==> src/rtl/rv_sequencer.sv <==
// rv_sequencer: multi-cycle RV32I sequencing controller with bus timeout,
// optional M-extension handshake and precise trap entry.
module rv_sequencer #(
    parameter bit ENABLE_M    = 1'b1,
    parameter int MEM_TIMEOUT = 16
) (
    input  logic        clk,
    input  logic        reset_n,
    input  logic [31:0] instruction,
    input  logic        memory_ready,
    input  logic        memory_valid,
    input  logic        muldiv_done,
    input  logic        interrupt_pending,
    output logic        instruction_write_enable,
    output logic        pc_write_enable,
    output logic        register_file_write_enable,
    output logic        execute_result_write_enable,
    output logic        load_memory_data_write_enable,
    output logic        memory_enable,
    output logic        memory_command,
    output logic        muldiv_start,
    output logic [2:0]  wb_select,
    output logic [1:0]  pc_select,
    output logic        trap_enter,
    output logic [4:0]  trap_cause,
    output logic [2:0]  debug_state
);

    typedef enum logic [2:0] {
        FETCH       = 3'd0,
        DECODE      = 3'd1,
        EXECUTE     = 3'd2,
        MULDIV_WAIT = 3'd3,
        MEMORY      = 3'd4,
        WRITE_BACK  = 3'd5,
        TRAP        = 3'd6
    } state_t;

    localparam logic [6:0] OP_LUI    = 7'b0110111;
    localparam logic [6:0] OP_AUIPC  = 7'b0010111;
    localparam logic [6:0] OP_JAL    = 7'b1101111;
    localparam logic [6:0] OP_JALR   = 7'b1100111;
    localparam logic [6:0] OP_BRANCH = 7'b1100011;
    localparam logic [6:0] OP_LOAD   = 7'b0000011;
    localparam logic [6:0] OP_STORE  = 7'b0100011;
    localparam logic [6:0] OP_CALCI  = 7'b0010011;
    localparam logic [6:0] OP_CALCR  = 7'b0110011;
    localparam logic [6:0] OP_FENCE  = 7'b0001111;
    localparam logic [6:0] OP_SYSTEM = 7'b1110011;

    // The accept cycle is the first cycle of the MEM_TIMEOUT window.
    localparam int CW    = (MEM_TIMEOUT > 2) ? $clog2(MEM_TIMEOUT) : 1;
    localparam int LIMIT = (MEM_TIMEOUT > 1) ? MEM_TIMEOUT - 2 : 0;

    state_t          state, next_state;
    logic            outstanding;
    logic [CW-1:0]   count;
    logic [4:0]      cause_q, cause_d;

    logic [6:0]  opcode;
    logic [2:0]  funct3;
    logic [6:0]  funct7;
    logic [4:0]  rd, rs1;
    logic [11:0] imm12;

    assign opcode = instruction[6:0];
    assign rd     = instruction[11:7];
    assign funct3 = instruction[14:12];
    assign rs1    = instruction[19:15];
    assign imm12  = instruction[31:20];
    assign funct7 = instruction[31:25];

    logic is_load, is_store, is_m, is_csr, is_sys0;
    logic is_ecall, is_ebreak, is_mret;
    logic calci_ok, calcr_ok, illegal;
    logic do_m, jump, rf_write;
    logic [2:0] wb_sel;

    assign is_load   = opcode == OP_LOAD;
    assign is_store  = opcode == OP_STORE;
    assign is_m      = opcode == OP_CALCR && funct7 == 7'b0000001;
    assign is_csr    = opcode == OP_SYSTEM && funct3 != 3'b000;
    assign is_sys0   = opcode == OP_SYSTEM && funct3 == 3'b000
                       && rs1 == 5'd0 && rd == 5'd0;
    assign is_ecall  = is_sys0 && imm12 == 12'h000;
    assign is_ebreak = is_sys0 && imm12 == 12'h001;
    assign is_mret   = is_sys0 && imm12 == 12'h302;
    assign do_m      = is_m && ENABLE_M;

    assign calci_ok = (funct3 == 3'b001) ? funct7 == 7'b0000000 :
                      (funct3 == 3'b101) ? (funct7 == 7'b0000000 ||
                                            funct7 == 7'b0100000) :
                      1'b1;
    assign calcr_ok = funct7 == 7'b0000000 ||
                      (funct7 == 7'b0100000 &&
                       (funct3 == 3'b000 || funct3 == 3'b101));

    always_comb begin
        illegal = 1'b0;
        case (opcode)
            OP_LUI, OP_AUIPC, OP_JAL, OP_JALR, OP_BRANCH,
            OP_LOAD, OP_STORE, OP_FENCE: illegal = 1'b0;
            OP_CALCI:  illegal = !calci_ok;
            OP_CALCR:  illegal = is_m ? !ENABLE_M : !calcr_ok;
            OP_SYSTEM: illegal = funct3 == 3'b100;
            default:   illegal = 1'b1;
        endcase
    end

    assign jump = opcode == OP_JAL || opcode == OP_JALR || is_mret;
    assign rf_write = opcode == OP_LUI || opcode == OP_AUIPC ||
                      opcode == OP_JAL || opcode == OP_JALR ||
                      is_load || opcode == OP_CALCI ||
                      opcode == OP_CALCR || (is_csr && rd != 5'd0);
    assign wb_sel = (opcode == OP_LUI) ? 3'd1 :
                    (opcode == OP_JAL || opcode == OP_JALR) ? 3'd2 :
                    is_load ? 3'd3 :
                    is_csr  ? 3'd4 : 3'd0;

    logic fetch_req, mem_done, timeout;

    // An interrupt seen before the fetch request pre-empts it entirely.
    assign fetch_req = state == FETCH && !interrupt_pending;
    assign memory_enable = reset_n && memory_ready && !outstanding &&
                           (fetch_req || state == MEMORY);
    assign mem_done = memory_valid && (outstanding || memory_enable);
    assign timeout  = (MEM_TIMEOUT != 0) && outstanding && !memory_valid &&
                      count == CW'(LIMIT);
    assign memory_command = state == MEMORY && is_store;
    assign debug_state    = state;

    always_comb begin
        next_state                    = state;
        cause_d                       = cause_q;
        instruction_write_enable      = 1'b0;
        pc_write_enable               = 1'b0;
        register_file_write_enable    = 1'b0;
        execute_result_write_enable   = 1'b0;
        load_memory_data_write_enable = 1'b0;
        muldiv_start                  = 1'b0;
        wb_select                     = 3'd0;
        pc_select                     = 2'd0;
        trap_enter                    = 1'b0;
        trap_cause                    = 5'd0;
        unique case (state)
            FETCH: begin
                if (interrupt_pending && !outstanding) begin
                    next_state = TRAP;
                    cause_d    = 5'b1_1011;
                end else if (mem_done) begin
                    instruction_write_enable = 1'b1;
                    next_state               = DECODE;
                end else if (timeout) begin
                    next_state = TRAP;
                    cause_d    = 5'd1;
                end
            end
            DECODE: next_state = EXECUTE;
            EXECUTE: begin
                execute_result_write_enable = 1'b1;
                unique case (1'b1)
                    illegal: begin
                        next_state = TRAP;
                        cause_d    = 5'd2;
                    end
                    is_load, is_store: next_state = MEMORY;
                    do_m: begin
                        muldiv_start = 1'b1;
                        next_state   = MULDIV_WAIT;
                    end
                    is_ecall: begin
                        next_state = TRAP;
                        cause_d    = 5'd11;
                    end
                    is_ebreak: begin
                        next_state = TRAP;
                        cause_d    = 5'd3;
                    end
                    default: next_state = WRITE_BACK;
                endcase
            end
            MULDIV_WAIT: begin
                if (muldiv_done) begin
                    execute_result_write_enable = 1'b1;
                    next_state                  = WRITE_BACK;
                end
            end
            MEMORY: begin
                if (mem_done) begin
                    load_memory_data_write_enable = is_load;
                    next_state                    = WRITE_BACK;
                end else if (timeout) begin
                    next_state = TRAP;
                    cause_d    = is_load ? 5'd5 : 5'd7;
                end
            end
            WRITE_BACK: begin
                pc_write_enable            = 1'b1;
                register_file_write_enable = rf_write;
                wb_select                  = wb_sel;
                pc_select = jump ? 2'd1 :
                            (opcode == OP_BRANCH) ? 2'd2 : 2'd0;
                next_state = FETCH;
            end
            TRAP: begin
                trap_enter      = 1'b1;
                trap_cause      = cause_q;
                pc_select       = 2'd3;
                pc_write_enable = 1'b1;
                next_state      = FETCH;
            end
            default: next_state = FETCH;
        endcase
    end

    always_ff @(posedge clk or negedge reset_n) begin
        if (!reset_n) begin
            state       <= FETCH;
            outstanding <= 1'b0;
            count       <= '0;
            cause_q     <= 5'd0;
        end else begin
            state   <= next_state;
            cause_q <= cause_d;
            if (memory_enable && !memory_valid)
                outstanding <= 1'b1;
            else if (memory_valid || timeout)
                outstanding <= 1'b0;
            if (memory_enable)
                count <= '0;
            else if (outstanding)
                count <= count + 1'b1;
        end
    end

endmodule

==> config.mk <==
export PLATFORM = sky130hd
export DESIGN_NAME = rv_sequencer
export DESIGN_NICKNAME = d
export VERILOG_FILES = /design/src/rtl/rv_sequencer.sv
export SDC_FILE = /design/constraint.sdc
export NUM_CORES = 1
export LEC_CHECK = 0
export CAP_MARGIN = 5
export CORE_MARGIN = 8
export CORE_UTILIZATION = 29
export DETAILED_ROUTE_END_ITERATION = 8
export HOLD_SLACK_MARGIN = 0.1
export REMOVE_ABC_BUFFERS = 1
export SYNTH_ARGS = -nofsm -noshare
export SYNTH_HDL_FRONTEND = slang
export SYNTH_SLANG_ARGS = --single-unit
export TNS_END_PERCENT = 1
==> constraint.sdc <==
create_clock -name clk -period 1.7 [get_ports clk]
set_input_delay 0.255 -clock clk [delete_from_list [all_inputs] [get_ports clk]]
set_output_delay 0.255 -clock clk [all_outputs]
set_load 0.1 [all_outputs]
* Word level (Yosys, flattened, before mapping)
Index checks and enable logic that the tools add are counted. Widths: inputs -> output; s select.
Storage, ports and cells: register bits 13, logic and storage cells 136
Operators by class: add/subtract/negate cells 1, reduce and logical (&&, ||, !) cells 56, muxes and demuxes 44, equality and inequality tests 31
Operators with widths (count):
- $mux 3 | 10
- $mux 5 | 6
- $pmux 5 s3 | 2
- $eq 7x6->1 const B | 4
- $eq 7x7->1 const B | 4
- $logic_and 1x1->1 | 20
- $mux 1 | 16
- $eq 3x3->1 const B | 5
- $logic_or 1x1->1 | 15
- $pmux 3 s5 | 1
- $eq 7x5->1 const B | 2
- $eq 12x1->1 const B | 1
- $eq 12x10->1 const B | 1
- $logic_not 12->1 | 1
- $logic_not 5->1 | 2
- $pmux 3 s3 | 1
- $mux 4 | 2
- $reduce_or 8->1 | 1
- $eq 7x1->1 const B | 1
- $eq 7x2->1 const B | 1
- $eq 7x4->1 const B | 1
- $logic_not 7->1 | 1
- $eq 3x1->1 const B | 2
- $eq 3x2->1 const B | 2
- other kinds (17) | 30

* Logic depth before layout (Yosys ltp)
depth in word-level cells 10, mapped depth 8, gate-level depth less buffers 8

* Worst setup path after synthesis
Ideal clock, no wire load.
path type register to output, from register state[0] (netlist: debug_state[0]), to output instruction_write_enable, cell stages (with the launch flop) 6, arrival 4.598 ns, path slack -3.153 ns, data required time 1.445 ns, buffers on the path 0, cells stage by stage dfrtp_1 > nor2_1 > o2111ai_1 > nor2b_1 > nand2b_1 > nor4_1
Between the ends: word-level cells in the longest chain between the ends 9, elaborated cells between the ends (all ways) 10, classes of those cells eq/ne (1); mux (3); reduce/logical (6)
RTL lines:
- start: declaration | line 55 | state_t state, next_state;
- start signal: assignment | line 223 | state <= next_state;
- $logic_not 3->1 | line 123, 145
- $logic_and 1x1->1 | line 123 | assign fetch_req = state == FETCH && !interrupt_pending;
- $logic_or 1x1->1 | line 125 | (fetch_req || state == MEMORY);
- $logic_and 1x1->1 | line 124 | assign memory_enable = reset_n && memory_ready && !outstanding &&
- $logic_or 1x1->1 | line 126 | assign mem_done = memory_valid && (outstanding || memory_enable);
- $logic_and 1x1->1 | line 126
- $mux 1 | line 150 | end else if (mem_done) begin
- $mux 1 | line 147 | if (interrupt_pending && !outstanding) begin
- $mux 1 * | line 145 | unique case (state)
- end: declaration | line 14 | output logic instruction_write_enable,
Every way passes the cells marked *; elsewhere a longest branch is shown, timed or not.

* Worst setup path after layout
from register state[0] (netlist: debug_state[0]), to output pc_select[1]
Between the ends: word-level cells in the longest chain between the ends 2, elaborated cells between the ends (all ways) 3, classes of those cells eq/ne (2); mux (1)
RTL lines:
- $eq 3x3->1 | line 145
- $pmux 2 s2 * | line 145
- end: declaration | line 23 | output logic [1:0] pc_select,
Marks and branches as above.

==> results.toml <==
[setup_path]
critical-path-max-stage-delay_ns = 0.42
r2r-end = "cause_q[2]"
worstPathMaxFanout = 15
cp.buffers_inverters = 3
timing.critical_path.to_type = "primary output"
critical_path.top_delay_family = "buffers and inverters"
cp_cell_sequence = "buf_8, nand3b_1, o41ai_1, buf_4, buf_12"
rr_worst_depth = 8
critPathKind = "reg2out"
r2r-start = "count[0]"
timing.critical_path.arrival_ns = 1.81
worst-r2r-setup-slack_ns = 0
timing.critical_path.from_type = "register"
crit_slowest_cell = "sky130_fd_sc_hd__dfrtp_1"
worst-endpoint-required_ns = 1.44

[pwr]
p_clk_share_pct = 7.8
post-layout-total-power_mw = 3.57
net-switching-power_mw = 1.83
internal_dissipation_mw = 1.74
share_seq_of_total_power_pct = 14.3
power-per-cell-area_mw_per_mm2 = 1250
power_leakage_nw = 1.24
sw_frac_of_total_pct = 51.2
worst_ir_drop_on_vdd_v = 0.000717
p_comb_share_pct = 77.9

[synthesis]
synth-seq-area-share_pct = 27.3
synth_warnings = 0
synth_cells = 157
ys_dominant_reg_cell = "sky130_fd_sc_hd__dfrtp_1"
postSynthRegisterBits = 13
synth.lib_cells_used.distinct = 48
postSynth.asyncResetShare_pct = 100
synth_enable_flop_cells = 0
syn-cell-area_mm2 = 0.00119
synthesis.area_per_instance_um2 = 7.58

[layout]
stdcell_count = 335
design.final.nets = 326
sequential_cell_area_um2 = 325
final_common_cell = "sky130_fd_sc_hd__buf_4"
insertedDiodeCount = 0
layout_cells_sized_above_1_pct = 57.5
post-route-util_pct = 72.0
mostFrequentLayoutCells = "sky130_fd_sc_hd__buf_4 (56), sky130_fd_sc_hd__buf_12 (23), sky130_fd_sc_hd__buf_6 (19)"
flow.area_growth_from_synthesis_pct = 140
fillCellCount = 301
total_area_of_multi_input_combinational_cells_mm2 = 0.00107
post-route-cell-area_mm2 = 0.00286

[timing]
hold_viol_final = 0
slew_of_the_pin_with_the_lowest_slew_margin_ns = 0.365
fin_worst_hold_slack_ns = 0.430
fin_worst_skew_ns = 0.00608
max_freq_mhz = 484
worst_slack_ns = -0.366
post-route-period-util_pct = 122
report.final.slew_viol_count = 0
period_needed_ns = 2.07
setup_repair_after_global_routing_missed_its_margin = "yes"
setup_total_negative_slack_ns = -5.16
max_slew_margin_pct = 75.4
timing.final.setup_violations = 24

[clocking]
cts-hold-fix-buffers = 0
htree_num_levels = 1
later_pin_clock_latency_in_the_skew_report_ns = 0.24
cts-root-buf = "sky130_fd_sc_hd__clkbuf_8"
numClockSinks = 13
cts_tree = "yes"
cts_max_path_bufs = 2
clkSlewWorstSetupHoldPaths_ns = 0.06
cts_buffers = 3

[routing]
detail_route.vias_per_cell = 5.15
routed-via-count = 1726
drt-initial-drc-count = 88
drc = 0
firstDrtPassIters = 4
wire_per_inst_um = 16.2
totalWireLength_um = 5440
antenna_violating_nets_post_route = 0

[grt]
track_usage_pct = 16.1
via_count_of_the_first_global_routing_pass = 1882
global_route_wire_length_before_repair_um = 8540
grt-ovfl-total = 0
grt_start_max_net_pins = 16
initial_antenna_violation_count = 0

[outcome]
violated_checks = "setup timing"
status = "complete, but fails checks"

[flow_run]
maxCapViolCount = 0

[floorplan]
core_region_area_mm2 = 0.00397
floorplan.die.height_um = 80.1
die_area_mm2 = 0.00641
num_rows = 23
initial_core_util_pct = 30.0
floorplan.io_pins = 60
die_w_um = 80.1

[placed_design]
place_hpwl_um = 3910
gp_congestion = 0.871
placed_cells_incl_taps = 315
detailedPlace.worstSlack_ns = -0.774
placement.io_buffers = 59
post_dp_cell_area_mm2 = 0.00245

[hold_path]
hold_path_class = "in2async"
-- cells in the mapped netlist, types with 2 or more instances --
library cell | instances | area share (%)
sky130_fd_sc_hd__a21oi_1 | 9 | 3.8
sky130_fd_sc_hd__a22o_1 | 2 | 1.5
sky130_fd_sc_hd__a22oi_1 | 2 | 1.3
sky130_fd_sc_hd__a31o_2 | 2 | 1.5
sky130_fd_sc_hd__and2_1 | 5 | 2.6
sky130_fd_sc_hd__and3_1 | 3 | 1.6
sky130_fd_sc_hd__clkbuf_1 | 4 | 1.3
sky130_fd_sc_hd__dfrtp_1 | 13 | 27
sky130_fd_sc_hd__ha_1 | 2 | 2.1
sky130_fd_sc_hd__inv_1 | 8 | 2.5
sky130_fd_sc_hd__nand2_1 | 8 | 2.5
sky130_fd_sc_hd__nand2b_1 | 8 | 4.2
sky130_fd_sc_hd__nand3_1 | 5 | 2.1
sky130_fd_sc_hd__nand3b_1 | 2 | 1.3
sky130_fd_sc_hd__nand4_1 | 2 | 1.1
sky130_fd_sc_hd__nor2_1 | 19 | 6.0
sky130_fd_sc_hd__nor2b_1 | 6 | 3.2
sky130_fd_sc_hd__nor3_1 | 10 | 4.2
sky130_fd_sc_hd__nor3b_1 | 2 | 1.3
sky130_fd_sc_hd__nor4_1 | 5 | 2.6
sky130_fd_sc_hd__o21ai_0 | 5 | 2.1
sky130_fd_sc_hd__o221ai_1 | 2 | 1.5
sky130_fd_sc_hd__o22ai_1 | 3 | 1.6
sky130_fd_sc_hd__o31ai_1 | 3 | 1.9
sky130_fd_sc_hd__or3_1 | 3 | 1.6
sky130_fd_sc_hd__xnor2_1 | 2 | 1.5
-- kinds of logic (layout without fill, tap and decap cells) --
| group | Yosys count | count (layout) | share of synthesized area, % |
|---|---|---|---|
| buffers and inverters | 13 | 141 | 4.21 |
| adders and majority gates | 2 | 2 | 2.10 |
| muxes | 2 | 2 | 1.79 |
| and+or+nand+nor | 86 | 86 | 40.2 |
| xor gates and xnor gates | 3 | 3 | 2.21 |
| DFF | 13 | 13 | 27.3 |
| AOI/OAI and AO/OA | 38 | 38 | 22.2 |
-- flip-flops by register name, indices dropped and copies added (netlist names) --
signal and flops:
debug_state 3, outstanding 1, cause_q 5, count 4
-- repair_timing --
| item | 4_1_cts | 5_1_grt |
|---|---|---|
| resized for setup | 125 | 46 |
| endpoints found under the hold margin | 0 | 0 |
| pin swaps | 23 | 17 |
| endpoints found under the setup margin | 27 | 25 |
| setup buffers | 13 | 3 |
-- layer usage --
metal  wire length, um  part of all wire, %  GRT usage, %  up-vias
met5                 0                    0             0        -
met4               104                  1.9          4.55        0
met3               293                  5.4          4.02       15
met2              2770                   51          30.0       65
met1              2270                   42          17.3      805
li1                  -                    -             -      841
-- worst register-to-register path, stage by stage, from the launching register on --
cell,delay [ns]
sky130_fd_sc_hd__dfrtp_1,0.37
sky130_fd_sc_hd__inv_1,0.06
sky130_fd_sc_hd__ha_1,0.14
sky130_fd_sc_hd__nand3_1,0.07
sky130_fd_sc_hd__nor3b_1,0.27
sky130_fd_sc_hd__nand2b_1,0.13
sky130_fd_sc_hd__a21oi_1,0.22
sky130_fd_sc_hd__o21ai_2,0.12
sky130_fd_sc_hd__a32o_1,0.21
-- final cells by class --
| cell class | count | share of cell area, % |
|---|---|---|
| clock buffer | 4 | 1.58 |
| inverter | 8 | 1.05 |
| multi-input combinational | 131 | 37.4 |
| sequential | 13 | 11.4 |
| tap | 50 | 2.19 |
| timing repair buffer | 129 | 46.4 |
-- power groups by stage --
stage                     sequential (mW)  clock [mW]  combinational (mW)
after floorplan                     0.766           0                1.14
after global placement              0.483           0                2.50
after detailed placement            0.489           0                2.55
after CTS                           0.496       0.278                2.62
after global routing                0.524       0.298                2.91
final                               0.511       0.278                2.78
-- worst max path at each step --
stage / start / to / slack [ns] / depth (start not counted)
detailed placement: instruction[13] / pc_select[0] / -0.77 / 9
finish: debug_state[0] / pc_select[1] / -0.37 / 5
global route: instruction[25] / debug_state[1] / -0.46 / 15
floorplan: debug_state[0] / instruction_write_enable / -3.28 / 5
global placement: instruction[13] / pc_select[0] / -0.76 / 9
CTS: instruction[24] / pc_select[0] / -0.44 / 9
Power figures use the tool's default switching activity.
